[src/rtl/aib_mac_link_seq_if.sv]
// MAC control/status bundle between the link bring-up sequencer and the AIB leader pins.
interface aib_mac_link_seq_if #(
  parameter int TOTAL_CHNL_NUM = 24
);
  logic                      i_start;
  logic [TOTAL_CHNL_NUM-1:0] i_chnl_en;
  logic                      i_m_device_detect;
  logic [TOTAL_CHNL_NUM-1:0] i_fs_mac_rdy;
  logic [TOTAL_CHNL_NUM-1:0] i_ms_tx_transfer_en;
  logic [TOTAL_CHNL_NUM-1:0] i_ms_rx_transfer_en;
  logic [TOTAL_CHNL_NUM-1:0] i_sl_tx_transfer_en;
  logic [TOTAL_CHNL_NUM-1:0] i_sl_rx_transfer_en;

  logic                      o_m_power_on_reset;
  logic                      o_conf_done;
  logic [TOTAL_CHNL_NUM-1:0] o_ns_adapter_rstn;
  logic [TOTAL_CHNL_NUM-1:0] o_ns_mac_rdy;
  logic                      o_link_up;
  logic                      o_link_fail;
  logic [1:0]                o_retry_cnt;
  logic [3:0]                o_state;

  modport master (
    output i_start, i_chnl_en, i_m_device_detect, i_fs_mac_rdy,
           i_ms_tx_transfer_en, i_ms_rx_transfer_en, i_sl_tx_transfer_en, i_sl_rx_transfer_en,
    input  o_m_power_on_reset, o_conf_done, o_ns_adapter_rstn, o_ns_mac_rdy,
           o_link_up, o_link_fail, o_retry_cnt, o_state
  );

  modport slave (
    input  i_start, i_chnl_en, i_m_device_detect, i_fs_mac_rdy,
           i_ms_tx_transfer_en, i_ms_rx_transfer_en, i_sl_tx_transfer_en, i_sl_rx_transfer_en,
    output o_m_power_on_reset, o_conf_done, o_ns_adapter_rstn, o_ns_mac_rdy,
           o_link_up, o_link_fail, o_retry_cnt, o_state
  );
endinterface

[src/rtl/aib_mac_link_seq.sv]
// AIB leader MAC-side bring-up sequencer: POR, conf_done, adapter reset and mac_rdy
// sequencing, qualified by synchronised detect/transfer status, with timeout retry.
module aib_mac_link_seq #(
  parameter int TOTAL_CHNL_NUM = 24,
  parameter int POR_CYC        = 16,
  parameter int STEP_CYC       = 8,
  parameter int TIMEOUT_CYC    = 4096,
  parameter int MAX_RETRY      = 3
) (
  input  logic              i_osc_clk,
  input  logic              i_rst_n,
  aib_mac_link_seq_if.slave bus
);
  localparam int CNT_W = $clog2(TIMEOUT_CYC);
  localparam logic [CNT_W-1:0] POR_LAST  = CNT_W'(POR_CYC - 1);
  localparam logic [CNT_W-1:0] STEP_LAST = CNT_W'(STEP_CYC - 1);
  localparam logic [CNT_W-1:0] TO_LAST   = CNT_W'(TIMEOUT_CYC - 1);
  localparam logic [1:0]       RETRY_MAX = 2'(MAX_RETRY);

  localparam logic [3:0] S_IDLE   = 4'd0;
  localparam logic [3:0] S_POR    = 4'd1;
  localparam logic [3:0] S_DET    = 4'd2;
  localparam logic [3:0] S_CONF   = 4'd3;
  localparam logic [3:0] S_ADPT   = 4'd4;
  localparam logic [3:0] S_MACRDY = 4'd5;
  localparam logic [3:0] S_XFER   = 4'd6;
  localparam logic [3:0] S_UP     = 4'd7;
  localparam logic [3:0] S_FAIL   = 4'd8;

  logic [3:0]                     state_q, state_d;
  logic [CNT_W-1:0]               cnt_q, cnt_d;
  logic [TOTAL_CHNL_NUM-1:0]      mask_q, mask_d;
  logic [1:0]                     retry_q, retry_d;
  logic                           por_q, por_d;
  logic                           conf_q, conf_d;
  logic [TOTAL_CHNL_NUM-1:0]      adpt_q, adpt_d;
  logic [TOTAL_CHNL_NUM-1:0]      mrdy_q, mrdy_d;
  logic                           up_q, up_d;
  logic                           fail_q, fail_d;

  logic [TOTAL_CHNL_NUM-1:0][4:0] lane_raw, lane_s1_q, lane_s2_q;
  logic [TOTAL_CHNL_NUM-1:0]      lane_ok;
  logic                           det_s1_q, det_s2_q;
  logic                           all_rdy, timeout, do_retry;

  // A lane is good when masked off, or when its synced fs_mac_rdy and all four transfer enables are high.
  for (genvar g = 0; g < TOTAL_CHNL_NUM; g++) begin : g_lane
    assign lane_raw[g] = {bus.i_fs_mac_rdy[g], bus.i_ms_tx_transfer_en[g], bus.i_ms_rx_transfer_en[g],
                          bus.i_sl_tx_transfer_en[g], bus.i_sl_rx_transfer_en[g]};
    assign lane_ok[g]  = ~mask_q[g] | (&lane_s2_q[g]);
  end

  assign all_rdy = &lane_ok;
  assign timeout = (cnt_q == TO_LAST);

  always_ff @(posedge i_osc_clk or negedge i_rst_n) begin
    if (!i_rst_n) begin
      lane_s1_q <= '0;
      lane_s2_q <= '0;
      det_s1_q  <= 1'b0;
      det_s2_q  <= 1'b0;
    end else begin
      lane_s1_q <= lane_raw;
      lane_s2_q <= lane_s1_q;
      det_s1_q  <= bus.i_m_device_detect;
      det_s2_q  <= det_s1_q;
    end
  end

  always_comb begin
    state_d  = state_q;
    mask_d   = mask_q;
    retry_d  = retry_q;
    por_d    = por_q;
    conf_d   = conf_q;
    adpt_d   = adpt_q;
    mrdy_d   = mrdy_q;
    up_d     = up_q;
    fail_d   = fail_q;
    do_retry = 1'b0;
    case (state_q)
      S_IDLE, S_FAIL: if (bus.i_start) begin
        mask_d  = bus.i_chnl_en;
        retry_d = 2'd0;
        if (bus.i_chnl_en == '0) begin
          state_d = S_FAIL;
          fail_d  = 1'b1;
        end else begin
          state_d = S_POR;
          fail_d  = 1'b0;
        end
      end
      S_POR: if (cnt_q == POR_LAST) begin
        state_d = S_DET;
        por_d   = 1'b0;
      end
      S_DET: begin
        if (det_s2_q) begin
          state_d = S_CONF;
          conf_d  = 1'b1;
        end else if (timeout) begin
          do_retry = 1'b1;
        end
      end
      S_CONF: if (cnt_q == STEP_LAST) begin
        state_d = S_ADPT;
        adpt_d  = mask_q;
      end
      S_ADPT: if (cnt_q == STEP_LAST) begin
        state_d = S_MACRDY;
        mrdy_d  = mask_q;
      end
      S_MACRDY: state_d = S_XFER;
      S_XFER: begin
        if (all_rdy) begin
          state_d = S_UP;
          up_d    = 1'b1;
        end else if (timeout) begin
          do_retry = 1'b1;
        end
      end
      S_UP: if (!all_rdy) do_retry = 1'b1;
      default: state_d = S_IDLE;
    endcase

    // Abandoning an attempt puts every control pin back to its reset value in the same edge.
    if (do_retry) begin
      por_d  = 1'b1;
      conf_d = 1'b0;
      adpt_d = '0;
      mrdy_d = '0;
      up_d   = 1'b0;
      if (retry_q == RETRY_MAX) begin
        state_d = S_FAIL;
        fail_d  = 1'b1;
      end else begin
        state_d = S_POR;
        retry_d = retry_q + 2'd1;
      end
    end

    cnt_d = (state_d != state_q) ? '0 : cnt_q + CNT_W'(1);
  end

  always_ff @(posedge i_osc_clk or negedge i_rst_n) begin
    if (!i_rst_n) begin
      state_q <= S_IDLE;
      cnt_q   <= '0;
      mask_q  <= '0;
      retry_q <= 2'd0;
      por_q   <= 1'b1;
      conf_q  <= 1'b0;
      adpt_q  <= '0;
      mrdy_q  <= '0;
      up_q    <= 1'b0;
      fail_q  <= 1'b0;
    end else begin
      state_q <= state_d;
      cnt_q   <= cnt_d;
      mask_q  <= mask_d;
      retry_q <= retry_d;
      por_q   <= por_d;
      conf_q  <= conf_d;
      adpt_q  <= adpt_d;
      mrdy_q  <= mrdy_d;
      up_q    <= up_d;
      fail_q  <= fail_d;
    end
  end

  assign bus.o_m_power_on_reset = por_q;
  assign bus.o_conf_done        = conf_q;
  assign bus.o_ns_adapter_rstn  = adpt_q;
  assign bus.o_ns_mac_rdy       = mrdy_q;
  assign bus.o_link_up          = up_q;
  assign bus.o_link_fail        = fail_q;
  assign bus.o_retry_cnt        = retry_q;
  assign bus.o_state            = state_q;
endmodule

[src/flat_wrapper.sv]
// flat-port wrapper written by rule: the top's interface ports become plain ports
module aib_mac_link_seq_flat 
#(
  parameter int TOTAL_CHNL_NUM = 24,
  parameter int POR_CYC        = 16,
  parameter int STEP_CYC       = 8,
  parameter int TIMEOUT_CYC    = 4096,
  parameter int MAX_RETRY      = 3
)
  (i_osc_clk, i_rst_n, bus_i_start, bus_i_chnl_en, bus_i_m_device_detect, bus_i_fs_mac_rdy, bus_i_ms_tx_transfer_en, bus_i_ms_rx_transfer_en, bus_i_sl_tx_transfer_en, bus_i_sl_rx_transfer_en, bus_o_m_power_on_reset, bus_o_conf_done, bus_o_ns_adapter_rstn, bus_o_ns_mac_rdy, bus_o_link_up, bus_o_link_fail, bus_o_retry_cnt, bus_o_state);
  aib_mac_link_seq_if #(.TOTAL_CHNL_NUM(TOTAL_CHNL_NUM)) bus_i ();
  input  logic i_osc_clk;
  input  logic i_rst_n;
  input wire logic [$bits(bus_i.i_start)-1:0] bus_i_start;
  input wire logic [$bits(bus_i.i_chnl_en)-1:0] bus_i_chnl_en;
  input wire logic [$bits(bus_i.i_m_device_detect)-1:0] bus_i_m_device_detect;
  input wire logic [$bits(bus_i.i_fs_mac_rdy)-1:0] bus_i_fs_mac_rdy;
  input wire logic [$bits(bus_i.i_ms_tx_transfer_en)-1:0] bus_i_ms_tx_transfer_en;
  input wire logic [$bits(bus_i.i_ms_rx_transfer_en)-1:0] bus_i_ms_rx_transfer_en;
  input wire logic [$bits(bus_i.i_sl_tx_transfer_en)-1:0] bus_i_sl_tx_transfer_en;
  input wire logic [$bits(bus_i.i_sl_rx_transfer_en)-1:0] bus_i_sl_rx_transfer_en;
  output wire logic [$bits(bus_i.o_m_power_on_reset)-1:0] bus_o_m_power_on_reset;
  output wire logic [$bits(bus_i.o_conf_done)-1:0] bus_o_conf_done;
  output wire logic [$bits(bus_i.o_ns_adapter_rstn)-1:0] bus_o_ns_adapter_rstn;
  output wire logic [$bits(bus_i.o_ns_mac_rdy)-1:0] bus_o_ns_mac_rdy;
  output wire logic [$bits(bus_i.o_link_up)-1:0] bus_o_link_up;
  output wire logic [$bits(bus_i.o_link_fail)-1:0] bus_o_link_fail;
  output wire logic [$bits(bus_i.o_retry_cnt)-1:0] bus_o_retry_cnt;
  output wire logic [$bits(bus_i.o_state)-1:0] bus_o_state;
  assign bus_i.i_start = bus_i_start;
  assign bus_i.i_chnl_en = bus_i_chnl_en;
  assign bus_i.i_m_device_detect = bus_i_m_device_detect;
  assign bus_i.i_fs_mac_rdy = bus_i_fs_mac_rdy;
  assign bus_i.i_ms_tx_transfer_en = bus_i_ms_tx_transfer_en;
  assign bus_i.i_ms_rx_transfer_en = bus_i_ms_rx_transfer_en;
  assign bus_i.i_sl_tx_transfer_en = bus_i_sl_tx_transfer_en;
  assign bus_i.i_sl_rx_transfer_en = bus_i_sl_rx_transfer_en;
  assign bus_o_m_power_on_reset = bus_i.o_m_power_on_reset;
  assign bus_o_conf_done = bus_i.o_conf_done;
  assign bus_o_ns_adapter_rstn = bus_i.o_ns_adapter_rstn;
  assign bus_o_ns_mac_rdy = bus_i.o_ns_mac_rdy;
  assign bus_o_link_up = bus_i.o_link_up;
  assign bus_o_link_fail = bus_i.o_link_fail;
  assign bus_o_retry_cnt = bus_i.o_retry_cnt;
  assign bus_o_state = bus_i.o_state;
  aib_mac_link_seq #(.TOTAL_CHNL_NUM(TOTAL_CHNL_NUM), .POR_CYC(POR_CYC), .STEP_CYC(STEP_CYC), .TIMEOUT_CYC(TIMEOUT_CYC), .MAX_RETRY(MAX_RETRY)) u_core (.i_osc_clk(i_osc_clk), .i_rst_n(i_rst_n), .bus(bus_i));
endmodule
[config.mk]
export PLATFORM = sky130hd
export DESIGN_NAME = aib_mac_link_seq_flat
export DESIGN_NICKNAME = d
export VERILOG_FILES = /design/src/rtl/aib_mac_link_seq_if.sv /design/src/rtl/aib_mac_link_seq.sv /design/src/flat_wrapper.sv
export SDC_FILE = /design/constraint.sdc
export NUM_CORES = 1
export LEC_CHECK = 0
export CORE_UTILIZATION = 50
export CTS_BUF_LIST = sky130_fd_sc_hd__clkbuf_4
export CTS_CLUSTER_DIAMETER = 120
export CTS_CLUSTER_SIZE = 40
export DETAILED_ROUTE_END_ITERATION = 10
export HOLD_SLACK_MARGIN = 0.05
export PLACE_DENSITY_LB_ADDON = 0.25
export SYNTH_ARGS = -nofsm -noshare
export SYNTH_HDL_FRONTEND = slang
export SYNTH_SLANG_ARGS = --single-unit
[constraint.sdc]
create_clock -name i_osc_clk -period 3.23 [get_ports i_osc_clk]
set_input_delay 0.646 -clock i_osc_clk [delete_from_list [all_inputs] [get_ports i_osc_clk]]
set_output_delay 0.646 -clock i_osc_clk [all_outputs]
set_load 0.01 [all_outputs]
==> run_results.csv, run 1 <==
group,metric,value,unit
clock_tree,cts_tree,"done",
timing,finClkSkew,0.1267,ns
route,wire_per_inst,17.03,um
worst_setup_path,crit_required,3.85,ns
floorplanning,die_y,148.3,um
worst_setup_path,crit_family,"simple AND/OR/NAND/NOR gates",
grt,met1_usage,29.86,%
synthesis,synth_ff_type,"dfrtp_1",
cells_and_area,final_cell_mix,"dfrtp_1 (335), nand2_1 (205), clkdlybuf4s50_1 (204)",
route,vias,6327,
timing,report.final.setup_viol,0,
placement,dpl.hpwl,15.95,mm
timing,period_minus_slack,2.845,ns
timing,fin_crit_sh,88.07,%
synthesis,syn-cell-area,10710,um^2
timing,hold_violations,0,
cells_and_area,final_area,13290,um^2
synthesis,ys_ff_latch,336,
power_and_ir_drop,vdd_drop_max,0.4154,mV
cells_and_area,multi_input_area,2146,um^2
route,first_pass_iters,6,
clock_tree,clk_latency,0.74,ns
route,drtIter0Drc,394,
timing,tns,0,ns
placement,portBuffers,205,
grt,gr-total-overflow,0,
min_path,worstHoldStart,"bus_i_ms_tx_transfer_en[15]",
cells_and_area,areaGrowthSynthToFinish,24.17,%
run,drv_cap,0,
worst_setup_path,slowest_delay,0.65,ns
synthesis,synth.distinct_cells,50,
synthesis,synth_top_cell_by_area,"dfrtp_1",
grt,grt_pass1_vias,6347,
worst_setup_path,cp.arrival,3.46,ns
timing,slew-limit-headroom,48.48,%
clock_tree,cts.path.max_buffers,3,
power_and_ir_drop,power.leakage,5.785,nW
floorplanning,core,21020,um^2
synthesis,synthCells,795,
synthesis,synth_edf_count,0,
placement,placed_area,13140,um^2
grt,grt_start_max_net_pins,108,
placement,gp_congestion,0.8711,
timing,rsz0062_at_grt,"no",
grt,grt_pass1_wl,34.44,mm
synthesis,yosysTopAreaCellShare,78.31,%
run_status,status,"completed",
worst_setup_path,cp_cell_sequence,"ha_1, nand4_1, nor4_2, nand3b_1, and2_1, a31o_1, a2bb2oi_2, nor2_1",
timing,maxSlewViolCount,0,
worst_setup_path,cp-end-kind,"flop",
cells_and_area,layout_commonest_cell,"dfrtp_1",
cells_and_area,drive_gt1_share,5.484,%
timing,worst_pin_slew,0.7721,ns
worst_setup_path,crit_buf_inv,0,
floorplanning,start_util,50.93,%
floorplanning,fp.dieW,148.3,um
route,wl,21.78,mm
grt,grt_util_all_layers,20.74,%
synthesis,synth_seq_area_share,78.55,%
cells_and_area,seq_area,8409,um^2
floorplanning,rows,53,
clock_tree,htree_levels,1,
clock_tree,root_buffer,"clkbuf_4",
route,ant_nets,0,
floorplanning,io-pin-count,206,
clock_tree,clock-sinks,336,
clock_tree,clkTransAtPathRegs,0.36,ns
min_path,hold_path.class,"input pin to flop",
worst_setup_path,critPathMaxFanout,12,
route,drc,0,
cells_and_area,fillCellCount,1577,
timing,fmax,351.5,MHz
grt,grtUsageMet3,4.387,%
synthesis,synth.avg_cell_area,13.47,um^2
grt,grt_util_met2,32.70,%
power_and_ir_drop,finalPower,8.147,mW
clock_tree,cts_inserted_buffers,12,
synthesis,ys_top_cells_by_area,"dfrtp_1 (78%), nand2_1 (7.2%), a21oi_1 (2.4%), nand3_1 (1.4%), o21ai_0 (1.3%)",
worst_setup_path,startpoint,"u_core.cnt_q[0]",
grt,antenna_found_initial,1,
route,vias_per_cell,4.947,
synthesis,syn_nets,945,
worst_setup_path,critPathKind,"flop to flop",
worst_setup_path,timing.rr.start,"u_core.cnt_q[0]",
power_and_ir_drop,powerDensity,612.9,nW/um^2
cells_and_area,final_cell_count_no_fill,1279,
clock_tree,cts_setup_buffers,0,
floorplanning,dieArea,22000,um^2
synthesis,async_reset_ff_share,100.0,%
synthesis,ys_warn_count,0,
placement,placed_cells,1261,
cells_and_area,fin_nets,1151,
worst_setup_path,cp-start-kind,"flop",
worst_setup_path,slowest_stage,"a2bb2oi_2",
grt,busiest_layer,"met2",
-- Yosys cell counts, types with 2 or more instances --
library cell / number
nand3b_1: 2
nor4_1: 6
nor2_1: 19
nor4_2: 2
o22ai_1: 2
nand3_1: 31
and2_1: 2
mux2i_1: 3
xnor2_1: 6
nor2_2: 10
dfrtp_1: 335
nor2b_1: 4
and3_1: 4
nand4_1: 9
o21ai_0: 27
inv_1: 5
xor2_1: 4
clkbuf_1: 11
nor3_1: 9
a21oi_1: 52
ha_1: 2
nand2_1: 205
buf_2: 16
a31oi_1: 3
-- cell type report --
class / count / area share, %
inverter: 5 / 0.1412
antenna: 1 / 0.01883
clock buffer: 15 / 0.8471
tap: 275 / 2.588
timing repair buffer: 221 / 16.77
sequential: 336 / 63.26
multi-input combinational: 425 / 16.14
clock inverter: 1 / 0.2259
-- final timing paths --
kind	end	slack [ns]	cells past startpoint
worst max-delay path	u_core.cnt_q[11]	0.39	8
worst min-delay path	u_core.lane_s1_q[78]	0.27	1
worst max register to register	u_core.cnt_q[11]	0.39	8
worst min register to register	u_core.lane_s2_q[97]	0.29	0
max in group asynchronous	u_core.lane_s1_q[119]	1.91	3
min in group asynchronous	u_core.bus.o_state[2]	0.34	2
-- worst reg2reg max path: cells and delay by family (launching register included) --
| kind | cells | cell delay, ns |
|---|---|---|
| and+or+nand+nor | 5 | 1.05 |
| AOI/OAI and AO/OA | 2 | 0.92 |
| DFF | 1 | 0.48 |
| adders and majority gates | 1 | 0.26 |
-- where the power goes --
| part | internal (mW) | switching (mW) |
|---|---|---|
| clock | 0.231 | 1.11 |
| combinational | 0.797 | 0.892 |
| sequential | 4.69 | 0.429 |
| total | 5.71 | 2.43 |
-- per-stage QoR --
stage	setup slack (ns)	utilization [%]	hold WS, ns
2_1_floorplan	1.035	-	0.3312
3_3_place_gp	-0.1601	62.50	0.3315
3_5_place_dp	-0.1520	62.50	0.3347
4_1_cts	0.3437	63.22	0.2328
5_1_grt	0.1445	63.23	0.2041
6_report	0.3852	63.23	0.2738
-- cells by family (layout without fill, tap and decap cells) --
| kind of cell | count (synthesis) | in the layout | synth area share, % |
|---|---|---|---|
| flops | 336 | 336 | 78.55 |
| simple gates | 314 | 314 | 13.34 |
| compound gates | 96 | 96 | 5.294 |
| buf+inv | 34 | 242 | 1.484 |
| xor+xnor | 10 | 10 | 0.8181 |
| mux | 3 | 3 | 0.2805 |
| fa+ha+maj | 2 | 2 | 0.2337 |
| other cells | 0 | 1 | 0 |
-- what timing repair did --
action	4_1_cts	5_1_grt
gates resized for setup	0	0
hold buffers	1	0
hold endpoints to repair	49	0
setup endpoints to repair	0	0
-- flip-flops by register name, summed over array words and instances, names as in the netlist --
name,cells
u_core.bus.o_conf_done,1
u_core.bus.o_link_fail,1
u_core.bus.o_link_up,1
u_core.bus.o_m_power_on_reset,1
u_core.bus.o_ns_adapter_rstn,24
u_core.bus.o_ns_mac_rdy,24
u_core.bus.o_retry_cnt,2
u_core.bus.o_state,4
u_core.cnt_q,12
u_core.det_s1_q,1
u_core.det_s2_q,1
u_core.lane_s1_q,120
u_core.lane_s2_q,120
u_core.mask_q,24
-- routing by layer --
| metal | vias up | share of wire [%] |
|---|---|---|
| met1 | 3104 | 44 |
| met5 | - | 0 |
| met3 | 26 | 7.7 |
| met4 | 0 | 1.9 |
| met2 | 195 | 47 |
| li1 | 3002 | - |
(Power assumes the default switching activity.)
==> run 2: changes to the inputs <==
--- a/config.mk
+++ b/config.mk
@@ -5,7 +5,7 @@
 export SDC_FILE = /design/constraint.sdc
 export NUM_CORES = 1
 export LEC_CHECK = 0
-export CORE_UTILIZATION = 50
+export CORE_UTILIZATION = 57
 export CTS_BUF_LIST = sky130_fd_sc_hd__clkbuf_4
 export CTS_CLUSTER_DIAMETER = 120
 export CTS_CLUSTER_SIZE = 40
==> run_results.csv, run 2 (synthesis results as in run 1) <==
group,metric,value,unit
grt,grt_pass1_vias,6571,
power_and_ir_drop,finalPower,8.203,mW
min_path,hold_depth,1,
worst_setup_path,cp.arrival,2.15,ns
clock_tree,cts.path.max_buffers,3,
clock_tree,cts-resized-gates,0,
placement,dpl.hpwl,16.15,mm
placement,portBuffers,205,
route,wire_per_inst,17.83,um
run_status,status,"finished with violations",
min_path,hold-path-endpoint,"u_core.lane_s1_q[104]",
route,vias,6479,
power_and_ir_drop,vdd_drop_max,0.3941,mV
worst_setup_path,critPathKind,"flop to output pin",
floorplanning,fp.dieW,139.0,um
clock_tree,clock-sinks,336,
cells_and_area,layout_commonest_cell,"dfrtp_1",
timing,maxSlewViolCount,0,
floorplanning,dieArea,19330,um^2
floorplanning,core,18210,um^2
worst_setup_path,slowest_stage,"dfrtp_1",
timing,worst_pin_slew,0.6597,ns
cells_and_area,final_cell_mix,"dfrtp_1 (335), nand2_1 (205), clkdlybuf4s50_1 (204)",
clock_tree,root_buffer,"clkbuf_4",
cells_and_area,areaGrowthSynthToFinish,24.36,%
worst_setup_path,cp-end-kind,"output pin",
placement,gp_congestion,0.8745,
power_and_ir_drop,power.leakage,5.829,nW
timing,tns,0,ns
timing,finClkSkew,0.08728,ns
worst_setup_path,worst-r2r-cell-count,6,
clock_tree,clkTransAtPathRegs,0.36,ns
timing,rsz0062_at_grt,"no",
worst_setup_path,crit_buf_inv,1,
worst_setup_path,timing.rr.end,"u_core.bus.o_ns_mac_rdy[10]",
power_and_ir_drop,powerDensity,616.2,nW/um^2
floorplanning,io-pin-count,206,
grt,grt_pass1_wl,34.99,mm
route,vias_per_cell,5.225,
route,drtIter0Drc,381,
worst_setup_path,crit_required,2.58,ns
route,first_pass_iters,11,
cells_and_area,reg_top3,"u_core.lane_s1_q: 120 flops, u_core.lane_s2_q: 120 flops",
grt,antenna_found_initial,1,
grt,grt_start_max_net_pins,87,
grt,gr-total-overflow,0,
floorplanning,die_y,139.0,um
timing,hold_violations,0,
clock_tree,htree_levels,1,
worst_setup_path,crit_family,"flip-flops",
cells_and_area,fin_nets,1156,
cells_and_area,drive_gt1_share,6.139,%
floorplanning,rows,49,
run_status,violations,"design-rule violations",
clock_tree,clk_latency,0.71,ns
min_path,hold_path.class,"input pin to flop",
grt,grt_util_all_layers,23.89,%
floorplanning,start_util,58.79,%
clock_tree,cts_tree,"done",
timing,fin_crit_sh,86.48,%
timing,period_minus_slack,2.793,ns
worst_setup_path,cp-start-kind,"flop",
route,drc,14,
route,wl,22.11,mm
worst_setup_path,rrSetupSlack,0.67,ns
timing,report.final.setup_viol,0,
worst_setup_path,timing.rr.start,"u_core.cnt_q[6]",
route,ant_nets,0,
timing,slew-limit-headroom,56.02,%
min_path,worstHoldStart,"bus_i_fs_mac_rdy[20]",
clock_tree,cts_inserted_buffers,12,
worst_setup_path,critPathMaxFanout,19,
timing,fmax,358.0,MHz
worst_setup_path,slowest_delay,0.79,ns
run,drv_cap,0,
worst_setup_path,cp_cell_sequence,"clkdlybuf4s50_1",
==> run 2: cell count changes in the layout (fill, tap and decap cells not counted), sizes merged <==
cell	change
buf	+5
clkbuf	+2
==> run 2: layer usage <==
| layer | global-route usage [%] | wire length, um |
|---|---|---|
| met5 | 0 | 0 |
| met4 | 6.608 | 490 |
| met3 | 4.800 | 1554 |
| met2 | 40.32 | 11030 |
| met1 | 32.00 | 9036 |
==> run 2: where the power goes <==
| part | leakage, nW | internal (mW) | switching [mW] |
|---|---|---|---|
| logic | 1.66 | 0.841 | 0.895 |
| clock network | 0.0896 | 0.258 | 1.09 |
| registers | 4.08 | 4.69 | 0.436 |
==> run 2: final cells by class <==
cell class                      count  area (um^2)
Fill cell                        1216         4896
Tap cell                          229        286.5
Inverter                            5        18.77
Sequential cell                   336         8409
Clock buffer                       17        127.6
Timing Repair Buffer              226         2292
Multi-Input combinational cell    425         2146
Antenna cell                        1        2.502
Clock inverter                      1        30.03
==> run 2: timing repair <==
item                                   4_1_cts  5_1_grt
endpoints found under the hold margin       79        0
hold buffers                                 1        0
setup buffers                                0        0
==> run 2: how the worst max path moves through the flow <==
stage	end	slack [ns]	cells past startpoint	start
floorplan	u_core.cnt_q[7]	1.03	8	bus_i_chnl_en[19]
finish	bus_o_state[0]	0.44	1	u_core.bus.o_state[0]
global route	bus_o_state[0]	0.30	1	u_core.bus.o_state[0]
CTS	bus_o_state[0]	0.39	1	u_core.bus.o_state[0]
global placement	u_core.cnt_q[11]	0.23	10	bus_i_chnl_en[20]
detailed placement	u_core.cnt_q[2]	0.13	10	bus_i_chnl_en[20]
==> run 2: per-stage QoR <==
step / util (%) / setup slack [ns] / std cells / hold WS (ns) / cell area [um^2]
finish: 73.11 / 0.4368 / 1240 / 0.3030 / 13310
global route: 73.11 / 0.3005 / 1240 / 0.2403 / 13310
CTS: 73.10 / 0.3913 / 1239 / 0.2508 / 13310
detailed placement: 72.18 / 0.1341 / 1220 / 0.3347 / 13140
global placement: 72.18 / 0.2335 / 1220 / 0.3324 / 13140
floorplan: - / 1.035 / 795 / 0.3312 / 10710
==> run 3: changes to the inputs <==
--- a/config.mk
+++ b/config.mk
@@ -5,6 +5,8 @@
 export SDC_FILE = /design/constraint.sdc
 export NUM_CORES = 1
 export LEC_CHECK = 0
+export CAP_MARGIN = 20
+export CORE_MARGIN = 1
 export CORE_UTILIZATION = 57
 export CTS_BUF_LIST = sky130_fd_sc_hd__clkbuf_4
 export CTS_CLUSTER_DIAMETER = 120
==> results of run 3 <==
The final DEF is identical to that of run 2; final timing and power are the same.
